[config.mk]
export PLATFORM = sky130hd
export DESIGN_NAME = mem_access_ctrl_flat
export DESIGN_NICKNAME = d
export VERILOG_FILES = /design/src/rtl/mem_access_ctrl_if.sv /design/src/rtl/mem_access_ctrl.sv /design/src/flat_wrapper.sv
export SDC_FILE = /design/constraint.sdc
export NUM_CORES = 1
export LEC_CHECK = 0
export BUFFER_PORTS_ARGS = -buffer_cell sky130_fd_sc_hd__buf_2
export CAP_MARGIN = 15
export CELL_PAD_IN_SITES_DETAIL_PLACEMENT = 2
export CELL_PAD_IN_SITES_GLOBAL_PLACEMENT = 2
export CORE_MARGIN = 3
export CORE_UTILIZATION = 28
export CTS_BUF_LIST = sky130_fd_sc_hd__clkbuf_4
export DETAILED_ROUTE_END_ITERATION = 10
export GPL_TIMING_DRIVEN = 1
export HOLD_SLACK_MARGIN = 0.08
export PLACE_DENSITY = 0.77
export SLEW_MARGIN = 20
export SYNTH_ARGS = -nofsm -noshare
export SYNTH_HDL_FRONTEND = slang
export SYNTH_SLANG_ARGS = --single-unit
export TNS_END_PERCENT = 1
[constraint.sdc]
create_clock -name clk -period 1.8 [get_ports clk]
set_input_delay 0.27 -clock clk [delete_from_list [all_inputs] [get_ports clk]]
set_output_delay 0.27 -clock clk [all_outputs]
set_load 0.005 [all_outputs]
[src/rtl/mem_access_ctrl_if.sv]
// Bus bundle for mem_access_ctrl.
// Carries the load/store request handshake, the one-cycle response and the
// data-RAM port. The slave modport is the controller's view; the master
// modport is the view of whatever sits on the other side (requester and RAM).
//   req_valid/req_ready   request handshake
//   req_write/size/unsigned/addr/wdata   request payload
//   resp_valid/rdata/err  completion pulse and result
//   mem_we/addr/wdata/rdata  byte-addressed RAM with registered read address
interface mem_access_ctrl_if;
    logic        req_valid;
    logic        req_ready;
    logic        req_write;
    logic [1:0]  req_size;
    logic        req_unsigned;
    logic [31:0] req_addr;
    logic [31:0] req_wdata;
    logic        resp_valid;
    logic [31:0] resp_rdata;
    logic        resp_err;
    logic [1:0]  mem_we;
    logic [31:0] mem_addr;
    logic [31:0] mem_wdata;
    logic [31:0] mem_rdata;

    modport slave (
        input  req_valid, req_write, req_size, req_unsigned, req_addr, req_wdata,
        input  mem_rdata,
        output req_ready, resp_valid, resp_rdata, resp_err,
        output mem_we, mem_addr, mem_wdata
    );

    modport master (
        output req_valid, req_write, req_size, req_unsigned, req_addr, req_wdata,
        output mem_rdata,
        input  req_ready, resp_valid, resp_rdata, resp_err,
        input  mem_we, mem_addr, mem_wdata
    );
endinterface

[src/rtl/mem_access_ctrl.sv]
// mem_access_ctrl: single-outstanding load/store unit in front of a data RAM
// that writes either a full word or a single byte per cycle.
//   clk, rst_n  clock and asynchronous active-low reset
//   bus         mem_access_ctrl_if.slave (request, response, RAM port)
// Stores of a halfword are split into two byte writes; loads are
// extracted from the returned word and sign/zero-extended. Misaligned or
// illegal-size requests answer one cycle after acceptance with resp_err set
// and never touch the RAM.
module mem_access_ctrl (
    input  logic              clk,
    input  logic              rst_n,
    mem_access_ctrl_if.slave  bus
);

    localparam logic [2:0] IDLE  = 3'd0;
    localparam logic [2:0] ST_B0 = 3'd1;
    localparam logic [2:0] ST_B1 = 3'd2;
    localparam logic [2:0] LD    = 3'd3;
    localparam logic [2:0] LD_W  = 3'd4;
    localparam logic [2:0] RESP  = 3'd5;

    localparam logic [1:0] SZ_BYTE = 2'b00;
    localparam logic [1:0] SZ_HALF = 2'b01;
    localparam logic [1:0] SZ_WORD = 2'b10;
    localparam logic [1:0] SZ_ILL  = 2'b11;

    logic [2:0]  state_q, state_d;
    logic        write_q, write_d;
    logic [1:0]  size_q,  size_d;
    logic        uns_q,   uns_d;
    logic [31:0] addr_q,  addr_d;
    logic [31:0] wdata_q, wdata_d;
    logic [31:0] rdata_q, rdata_d;
    logic        err_q,   err_d;

    logic        accept;
    logic        req_bad;
    logic [31:0] byte_sel;
    logic [31:0] half_sel;

    assign bus.req_ready  = (state_q == IDLE) && rst_n;
    assign bus.resp_valid = (state_q == RESP);
    assign bus.resp_rdata = rdata_q;
    assign bus.resp_err   = err_q;

    assign accept = bus.req_valid && bus.req_ready;

    always_comb begin
        req_bad = 1'b0;
        case (bus.req_size)
            SZ_HALF: req_bad = bus.req_addr[0];
            SZ_WORD: req_bad = (bus.req_addr[1:0] != 2'b00);
            SZ_ILL:  req_bad = 1'b1;
            default: req_bad = 1'b0;
        endcase
    end

    // Lane selection for loads: shift the addressed byte/half down to bit 0.
    assign byte_sel = bus.mem_rdata >> {addr_q[1:0], 3'b000};
    assign half_sel = bus.mem_rdata >> {addr_q[1], 4'b0000};

    always_comb begin
        state_d = state_q;
        write_d = write_q;
        size_d  = size_q;
        uns_d   = uns_q;
        addr_d  = addr_q;
        wdata_d = wdata_q;
        rdata_d = rdata_q;
        err_d   = err_q;

        case (state_q)
            IDLE: begin
                if (accept) begin
                    write_d = bus.req_write;
                    size_d  = bus.req_size;
                    uns_d   = bus.req_unsigned;
                    addr_d  = bus.req_addr;
                    wdata_d = bus.req_wdata;
                    rdata_d = '0;
                    err_d   = req_bad;
                    if (req_bad)
                        state_d = RESP;
                    else if (bus.req_write)
                        state_d = ST_B0;
                    else
                        state_d = LD;
                end
            end
            ST_B0:   state_d = (size_q == SZ_HALF) ? ST_B1 : RESP;
            ST_B1:   state_d = RESP;
            LD:      state_d = LD_W;
            LD_W: begin
                case (size_q)
                    SZ_BYTE: rdata_d = uns_q ? {24'h0, byte_sel[7:0]}
                                             : {{24{byte_sel[7]}}, byte_sel[7:0]};
                    SZ_HALF: rdata_d = uns_q ? {16'h0, half_sel[15:0]}
                                             : {{16{half_sel[15]}}, half_sel[15:0]};
                    default: rdata_d = bus.mem_rdata;
                endcase
                state_d = RESP;
            end
            RESP:    state_d = IDLE;
            default: state_d = IDLE;
        endcase
    end

    // RAM port is decoded from the current state so that reset clears it
    // in the same cycle it is asserted.
    always_comb begin
        bus.mem_we    = 2'b00;
        bus.mem_addr  = addr_q;
        bus.mem_wdata = '0;
        case (state_q)
            ST_B0: begin
                if (size_q == SZ_WORD) begin
                    bus.mem_we    = 2'b01;
                    bus.mem_wdata = wdata_q;
                end else begin
                    bus.mem_we    = 2'b11;
                    bus.mem_wdata = {24'h0, wdata_q[7:0]};
                end
            end
            ST_B1: begin
                // Halfword is even-aligned here, so +1 only sets bit 0.
                bus.mem_addr  = {addr_q[31:1], 1'b1};
                bus.mem_we    = 2'b11;
                bus.mem_wdata = {24'h0, wdata_q[15:8]};
            end
            default: ;
        endcase
    end

    always_ff @(posedge clk or negedge rst_n) begin
        if (!rst_n) begin
            state_q <= IDLE;
            write_q <= 1'b0;
            size_q  <= '0;
            uns_q   <= 1'b0;
            addr_q  <= '0;
            wdata_q <= '0;
            rdata_q <= '0;
            err_q   <= 1'b0;
        end else begin
            state_q <= state_d;
            write_q <= write_d;
            size_q  <= size_d;
            uns_q   <= uns_d;
            addr_q  <= addr_d;
            wdata_q <= wdata_d;
            rdata_q <= rdata_d;
            err_q   <= err_d;
        end
    end

endmodule

[src/flat_wrapper.sv]
// flat-port wrapper written by rule: the top's interface ports become plain ports
module mem_access_ctrl_flat 
  (clk, rst_n, bus_req_valid, bus_req_write, bus_req_size, bus_req_unsigned, bus_req_addr, bus_req_wdata, bus_mem_rdata, bus_req_ready, bus_resp_valid, bus_resp_rdata, bus_resp_err, bus_mem_we, bus_mem_addr, bus_mem_wdata);
  mem_access_ctrl_if bus_i ();
  input  logic clk;
  input  logic rst_n;
  input wire logic [$bits(bus_i.req_valid)-1:0] bus_req_valid;
  input wire logic [$bits(bus_i.req_write)-1:0] bus_req_write;
  input wire logic [$bits(bus_i.req_size)-1:0] bus_req_size;
  input wire logic [$bits(bus_i.req_unsigned)-1:0] bus_req_unsigned;
  input wire logic [$bits(bus_i.req_addr)-1:0] bus_req_addr;
  input wire logic [$bits(bus_i.req_wdata)-1:0] bus_req_wdata;
  input wire logic [$bits(bus_i.mem_rdata)-1:0] bus_mem_rdata;
  output wire logic [$bits(bus_i.req_ready)-1:0] bus_req_ready;
  output wire logic [$bits(bus_i.resp_valid)-1:0] bus_resp_valid;
  output wire logic [$bits(bus_i.resp_rdata)-1:0] bus_resp_rdata;
  output wire logic [$bits(bus_i.resp_err)-1:0] bus_resp_err;
  output wire logic [$bits(bus_i.mem_we)-1:0] bus_mem_we;
  output wire logic [$bits(bus_i.mem_addr)-1:0] bus_mem_addr;
  output wire logic [$bits(bus_i.mem_wdata)-1:0] bus_mem_wdata;
  assign bus_i.req_valid = bus_req_valid;
  assign bus_i.req_write = bus_req_write;
  assign bus_i.req_size = bus_req_size;
  assign bus_i.req_unsigned = bus_req_unsigned;
  assign bus_i.req_addr = bus_req_addr;
  assign bus_i.req_wdata = bus_req_wdata;
  assign bus_i.mem_rdata = bus_mem_rdata;
  assign bus_req_ready = bus_i.req_ready;
  assign bus_resp_valid = bus_i.resp_valid;
  assign bus_resp_rdata = bus_i.resp_rdata;
  assign bus_resp_err = bus_i.resp_err;
  assign bus_mem_we = bus_i.mem_we;
  assign bus_mem_addr = bus_i.mem_addr;
  assign bus_mem_wdata = bus_i.mem_wdata;
  mem_access_ctrl u_core (.clk(clk), .rst_n(rst_n), .bus(bus_i));
endmodule
After elaboration in Yosys (flattened, before gate mapping) --
Index checks and enable logic that the tools add are counted.
Cells by class: shifts and indexed selects 2, eq/ne operators 11, multiplexer cells 16, reduce and logical (&&, ||, !) cells 9
Operators with widths (count):
- 32-bit one-hot mux with 2 select lines | 3
- 32-bit 2-to-1 mux | 4
- 32-bit by 5-bit right shift with 16-bit output | 1
- 32-bit by 5-bit right shift with 8-bit output | 1
- 3-bit one-hot mux with 4 select lines | 1
- 3-bit 2-to-1 mux | 3
- 2-bit equality test (second input constant) | 3
- 3-bit by 2-bit equality test with 1-bit output (second input constant) | 2
- 3-bit equality test (second input constant) | 2
- 2-bit by 1-bit equality test with 1-bit output (second input constant) | 2
- 2-bit 2-to-1 mux | 2
- 2-bit one-hot mux with 2 select lines | 1
- 2-bit AND reduction | 2
- 2-bit nonzero test | 2
- 3-bit by 1-bit equality test with 1-bit output (second input constant) | 1
- 3-bit logical NOT | 1
- 1-bit one-hot mux with 3 select lines | 1
- 1-bit logical AND | 2
- 2-bit logical NOT | 1
- 2-bit by 1-bit inequality test with 1-bit output (second input constant) | 1
- 2-bit OR reduction | 1
- 1-bit 2-to-1 mux | 1
Word-level totals: word-level logic and storage cells 45, register bits after elaboration 103

Logic depth before layout (Yosys ltp) --
Gate-level depths: netlist of the first run.
word-level depth 5, depth in mapped cells 6

Worst setup path before layout of the first run --
OpenSTA, ideal clock, no wires.
path type flip-flop to flip-flop, start register u_core.state_q[1], end register u_core.wdata_q[18], path slack 0.027 ns, library setup time 0.125 ns, clock period less this slack 1.773 ns, data arrival time 1.648 ns, cell stages (with the launch flop) 6, required time 1.675 ns, cells stage by stage dfrtp_1 or2_1 nor3_2 buf_4 buf_4 mux2_2
Between the ends: word-level cells in the longest chain between the ends 4
Ends and longest elaborated chain:
- start, declared | RTL line mem_access_ctrl.sv:27 | logic [2:0] state_q, state_d;
- start signal, assigned | RTL line mem_access_ctrl.sv:145 | state_q <= state_d;
- 3-bit logical NOT (*) | RTL line mem_access_ctrl.sv:41, mem_access_ctrl.sv:72
- 1-bit logical AND | RTL line mem_access_ctrl.sv:41 | assign bus.req_ready = (state_q == IDLE) && rst_n;
- 1-bit logical AND | RTL line mem_access_ctrl.sv:46 | assign accept = bus.req_valid && bus.req_ready;
- 2-bit AND reduction (no source line) (*)
- end signal, assigned | RTL line mem_access_ctrl.sv:150 | wdata_q <= wdata_d;
- end, declared | RTL line mem_access_ctrl.sv:32 | logic [31:0] wdata_q, wdata_d;
Mark *: on every way between the ends. The rest lies on a longest branch, timed or not. A chain may end at the register's enable or synchronous reset.

Worst setup path in the final report of the first run --
start register u_core.state_q[1], end output bus_mem_wdata[21]
Between the ends: word-level cells in the longest chain between the ends 2, elaborated cells between the ends (all ways) 3, classes of those cells 2 x eq/ne; 1 x mux
Ends and longest elaborated chain:
- 3-bit by 2-bit equality test with 1-bit output / 3-bit by 1-bit equality test with 1-bit output (equally long branches) | RTL line mem_access_ctrl.sv:114 | case (state_q)
- 32-bit one-hot mux with 2 select lines (*) | RTL line mem_access_ctrl.sv:114
- end, declared | RTL line flat_wrapper.sv:20 | output wire logic [$bits(bus_i.mem_wdata)-1:0] bus_mem_wdata;
Marked as above.

==> results.md, run 1 <==
* Mapped Nets at between 500 and 600
* Clk buf depth at 2
* Clock transition at path regs at 0.16 ns
* GPL Wtd Cong at 0.7762
* Clock power frac at 10.7%
* Post-DP Area at 6147 um2
* Dpl hpwl at ~12,000 um
* Final Net Count at 791
* DR vias/cell at 4.730
* Final Hold Viols at 0
* Combinational power share at 49.4%
* Initial core utilization at 28.74%
* Top delay family on crit path: buffers and inverters
* CP endpoint kind: primary output
* Unique masters post-synth at 35
* PD cells at 1442 nW/um2
* Setup ws final at -0.3214 ns
* Number of remaining DRC errors at 0
* HP Class: in2reg
* Inserted Clock Buffers at 9
* Cell mode on critical path: buf_6
* Final period utilization at 117.9%
* CP Capture Point: bus_mem_wdata[21]
* Max Slew Vio Count at 0
* Routed Wire Length at 18,350 um
* Crit-path max cell delay at between 0.4 and 0.5 ns
* Fraction of layout cells with a size suffix above 1 at 48.77%
* Die height at 139.5 um
* Most frequent cells in the layout: 196 x buf_2, 99 x dfrtp_1, 87 x dlygate4sd3_1, 75 x mux2_2
* # IOs at 204
* Critical Path AT at approximately 1.9 ns
* Max-Cap Viols at 0
* Crit path buf inv count at 4
* Sw Ratio at 38.48%
* Final instance area at 7271 um2
* First-pass DRT Iterations at 4
* Overall power at 10.48 mW
* Total track usage at 18.71%
* Worst-skew pair later-pin latency at 0.48 ns
* Syn-to-layout area delta at 45.75%
* Worst EP required at 1.53 ns
* Cells after Synth at 424
* R2R setup slack at -0.13 ns
* Min Tclk post-route at 2.121 ns
* CTS Sinks at slightly above 100
* Largest net degree at the start of global routing at about 100
* Antenna violations before repair at 3
* Slew HR at around 43%
* Htree depth at 3
* Final setup fails at 66
* GRT overflow at 0
* Peak VDD IR at 474.9 uV
* Synth area leaders: dfrtp_1 52%, mux2_2 17%, buf_4 5.1%
* Slew @ Worst Pin at 0.8538 ns
* Leak at 3.550 nW
* Syn Area/Cell at 11.77 um2
* Crit path launch: u_core.state_q[1]
* Setup CP Type: reg2out
* Leading area contributor after synthesis: dfrtp_1
* R2R cell count at 4
* Vias in the first global route at 5,122
* Failing checks: negative setup slack
* Std cell rows at 48
* Post-synthesis instance area at between 4000 and 5000 um2
* Chip width at 139.5 um
* P_int at between 6 and 7 mW
* Synth top area share at 51.67%
* PortBufs at 203
* Worst Setup Start Kind: register
* Antenna-violating nets left at 0
* RSZ-0062 raised after global routing: true
* Sw power at between 4 and 5 mW
* Max stage delay cell, worst path: dfrtp_1
* Critical path depth in cells at 7
* CTS tree: built
* Most common cell after layout, fill and taps aside: buf_2
* Sequential fraction of design power at 39.8%
* Core area at 17,360 um2
* First-pass GRT wire length at around 29,000 um
* CTS root buf: clkbuf_4
* Outcome: complete, but fails checks
* Routed wire length per instance at 19.92 um
* R2r endpoint: u_core.bus.resp_rdata[24]
* Reg-to-reg startpoint: u_core.addr_q[1]
* Via Count at 4,356
* Clock skew at 0.02193 ns
* Initial DRC count at 140
* Register bit total from synthesis at 103
* Warnings from Yosys at 0
* Worst path cell trace: buf_6 > inv_6 > nand2_4 > nor3_4 > buf_6 > and2_1 > buf_2
* Crit-path max FO at 12
* Max Freq at 471.4 MHz
* Die area at 19,450 um2
* Seq/Total Area, Yosys at 51.67%
## tightest hold or removal path: stages
cell and delay (ns):
buf_2 0.11, o21ai_0 0.15, o22ai_1 0.08
## metrics by stage
stage | setup WS [ns] | util, % | instances | setup TNS (ns) | hold WS, ns
finish | -0.3214 | 41.89 | 921 | -11.13 | 0.1501
global route | -0.4481 | 41.89 | 921 | -20.45 | 0.1082
CTS | -0.4114 | 41.66 | 920 | -14.43 | 0.09253
detailed placement | -0.09283 | 35.42 | 813 | -1.982 | 0.4525
global placement | 0.02439 | 35.42 | 813 | 0 | 0.4311
floorplan | 0.02731 | - | 424 | 0 | -0.02559
## per-layer routing
metal	vias to the layer above	share of wire [%]	GRT usage (%)
li1	1992	-	-
met3	13	6.0	4.811
met2	153	56	35.67
met1	2198	37	20.80
met4	0	0.95	4.119
met5	-	0	0
## power groups by stage
stage | Combinational [mW] | Sequential [mW] | Clock (mW)
floorplan | 3.30 | 3.95 | 0
global placement | 4.61 | 4.10 | 0
detailed placement | 4.87 | 4.21 | 0
global route | 5.71 | 4.34 | 1.29
CTS | 5.21 | 4.15 | 1.21
finish | 5.18 | 4.17 | 1.12
## logic make-up (layout without fill, tap and decap cells)
group	count (synthesis)	count (layout)	synth area share (%)
buffers and inverters	71	340	8.226
AOI/OAI and AO/OA	75	75	11.29
other	0	3	0
and+or+nand+nor	92	92	10.28
DFF	103	103	51.67
muxes	83	83	18.54
## Yosys cell counts, drive strengths merged
library cell / n
o2bb2ai: 1
nor3: 4
and3: 1
buf: 43
a22oi: 9
dfrtp: 103
o22ai: 7
mux2i: 8
o21ai: 14
nor3b: 2
o221ai: 1
nor2: 13
nand2: 21
nand3b: 1
a221o: 17
a21oi: 8
a21o: 8
a2bb2oi: 1
inv: 12
and2: 26
clkbuf: 16
a221oi: 9
mux2: 75
nor4: 1
nand2b: 11
nor2b: 9
or4b: 1
or2: 2
## cell type report
class                      count  area, um2
timing repair buffer         312       2157
inverter                      12      50.05
multi-input combinational    250       2076
fill                        1806      10090
antenna                        3      7.507
sequential                   103       2582
clock buffer                  11      82.58
tap                          225      281.5
clock inverter                 5      33.78
## worst min-delay path by stage
stage / startpoint / endpoint / slack (ns) / depth (start not counted)
2_1_floorplan: rst_n / u_core.addr_q[0] / -0.03 / 0
3_3_place_gp: rst_n / u_core.bus.resp_rdata[1] / 0.43 / 2
3_5_place_dp: rst_n / u_core.bus.resp_rdata[7] / 0.45 / 2
4_1_cts: bus_mem_rdata[4] / u_core.bus.resp_rdata[4] / 0.09 / 3
5_1_grt: bus_mem_rdata[4] / u_core.bus.resp_rdata[4] / 0.11 / 3
6_report: bus_mem_rdata[4] / u_core.bus.resp_rdata[4] / 0.15 / 3
## state kept, by name (all words and copies together), names as in the netlist
signal                 cells
u_core.addr_q             32
u_core.bus.resp_rdata     32
u_core.wdata_q            32
u_core.state_q             3
u_core.size_q              2
u_core.bus.resp_err        1
u_core.uns_q               1
## what timing repair did
item / in CTS / in global routing
endpoints found under the hold margin: 189 / 0
pin swaps: 2 / 7
cloned: 1 / 0
gates resized for setup: 17 / 18
endpoints found under the setup margin: 119 / 120
setup buffers: 3 / 0
hold buffers: 87 / 0
Power figures use the tool's default switching activity.
==> inputs of run 2 (changes only) <==
--- a/config.mk
+++ b/config.mk
@@ -6,12 +6,12 @@
 export NUM_CORES = 1
 export LEC_CHECK = 0
 export BUFFER_PORTS_ARGS = -buffer_cell sky130_fd_sc_hd__buf_2
-export CAP_MARGIN = 15
+export CAP_MARGIN = 20
 export CELL_PAD_IN_SITES_DETAIL_PLACEMENT = 2
 export CELL_PAD_IN_SITES_GLOBAL_PLACEMENT = 2
 export CORE_MARGIN = 3
 export CORE_UTILIZATION = 28
-export CTS_BUF_LIST = sky130_fd_sc_hd__clkbuf_4
+export CTS_BUF_LIST = sky130_fd_sc_hd__clkbuf_8
 export DETAILED_ROUTE_END_ITERATION = 10
 export GPL_TIMING_DRIVEN = 1
 export HOLD_SLACK_MARGIN = 0.08
==> results.md, run 2 (same netlist as run 1, synthesis figures left out) <==
* Outcome: complete, but fails checks
* Failing checks: negative setup slack
* Antenna Cells at 0
* Slew HR at 43.42%
* Final Net Count at 720
* Core area at ~17,000 um2
* HP Class: in2reg
* Most common cell after layout, fill and taps aside: buf_2
* Clock skew at 0.009761 ns
* Fraction of layout cells with a size suffix above 1 at 54.50%
* Syn-to-layout area delta at 32.86%
* First-pass DRT Iterations at 4
* PortBufs at 203
* Min Tclk post-route at 1.995 ns
* FILL cells at ~1,900
* Overall power at 10.56 mW
* Setup CP Type: reg2out
* CP endpoint kind: primary output
* Largest net degree at the start of global routing at 104
* Setup ws final at -0.1945 ns
* Critical Path AT at around 1.7 ns
* Initial core utilization at 28.74%
* Antenna violations before repair at 1
* Chip width at between 100 and 150 um
* Routed Wire Length at 16,650 um
* RSZ-0062 raised after global routing: true
* R2R setup slack at -0.10 ns
* Final period utilization at 110.8%
* DR vias/cell at about 4.8
* Std cell rows at 48
* Final Hold Viols at 0
* Max Freq at 501.4 MHz
* # IOs at around 200
* Max Slew Vio Count at 0
* Final setup fails at 50
* Setup TNS at -5.973 ns
* Antenna-violating nets left at 0
* Htree depth at 3
* Dpl hpwl at 12,280 um
* Hold depth at 2
* CTS Sinks at 103
* Routed wire length per instance at 19.66 um
* First-pass GRT wire length at 26,200 um
* GRT overflow at 0
* CTS root buf: clkbuf_8
* Number of remaining DRC errors at 0
* Worst-skew pair later-pin latency at 0.38 ns
* Vias in the first global route at 4,705
* Most frequent cells in the layout: 195 x buf_2, 99 x dfrtp_1, 75 x mux2_2, 20 x nand2_1, 19 x and2_1
* Final Non-Filler Cells at around 850
* Inserted Clock Buffers at 9
* PD cells at 1594 nW/um2
* Clock transition at path regs at 0.10 ns
* Clk buf depth at 2
* Leak at roughly 3.3 nW
* Via Count at 4,047
* Placed cells at a little over 800
* Total track usage at 17.02%
* Crit-path max FO at 12
* Peak VDD IR at 532.1 uV
* Die area at 19,450 um2
* Worst Setup Start Kind: register
* Max-Cap Viols at 0
* CTS tree: built
* R2R cell count at 4
* Die height at approximately 140 um
* Worst EP required at between 1.5 and 2 ns
* Initial DRC count at 102
* Slew @ Worst Pin at 0.8423 ns
* GPL Wtd Cong at 0.7762
run 2: worst max-delay path: stages, from the launching register on:
cell and delay [ns]:
dfrtp_1 0.41, buf_6 0.14, inv_6 0.06, nand2_4 0.05, nor3_4 0.21, buf_6 0.18
and2_1 0.16, buf_2 0.12
run 2: report_power, final:
group / internal (mW) / total (mW) / leakage (nW) / switching [mW]
Sequential: 3.44 / 4.17 / 1.25 / 0.727
Clock: 0.537 / 1.36 / 0.0953 / 0.826
Combinational: 2.62 / 5.03 / 1.94 / 2.42
run 2: path summary, 6_finish.rpt:
check                                            end                 startpoint
max in group asynchronous   u_core.bus.resp_rdata[3]                      rst_n
min                                u_core.addr_q[26]           bus_req_addr[26]
max reg2reg                u_core.bus.resp_rdata[24]           u_core.addr_q[1]
min in group asynchronous   u_core.bus.resp_rdata[7]                      rst_n
max                                bus_mem_wdata[21]          u_core.state_q[1]
min reg2reg                u_core.bus.resp_rdata[15]  u_core.bus.resp_rdata[15]
run 2: what timing repair did:
action                     in CTS  in global routing
hold buffers                   15                  1
buffers inserted                3                  0
setup endpoints to repair     117                115
hold endpoints to repair      117                  1
gates cloned                    1                  0
gates resized for setup        16                 21
pin swaps                       2                  7
run 2: metrics by stage:
stage | setup WS [ns] | util [%] | area, um2 | hold slack [ns]
floorplan | 0.02731 | - | 4989 | -0.02559
global placement | 0.02439 | 35.42 | 6147 | 0.4311
detailed placement | -0.09283 | 35.42 | 6147 | 0.4525
CTS | -0.2677 | 37.86 | 6571 | 0.08037
global route | -0.3027 | 38.18 | 6628 | 0.08241
finish | -0.1945 | 38.18 | 6628 | 0.1210
run 2: area by class of cell:
class | count | area (um2) | share of cell area [%]
clock inverters | 6 | 37.54 | 0.5664
flip-flops and latches | 103 | 2582 | 38.97
clock buffers | 10 | 137.6 | 2.077
multi-input cells | 250 | 2086 | 31.47
well taps | 225 | 281.5 | 4.248
repair buffers | 241 | 1453 | 21.92
inverters | 12 | 50.05 | 0.7551
run 2: layer usage:
metal	share of wire (%)	wire length, um	up-vias	GRT usage (%)
met5	0.078	13	-	0
met4	1.4	227	2	4.428
met3	7.0	1170	19	5.498
met2	53	8763	146	30.23
met1	39	6478	2035	19.83
li1	-	-	1845	-
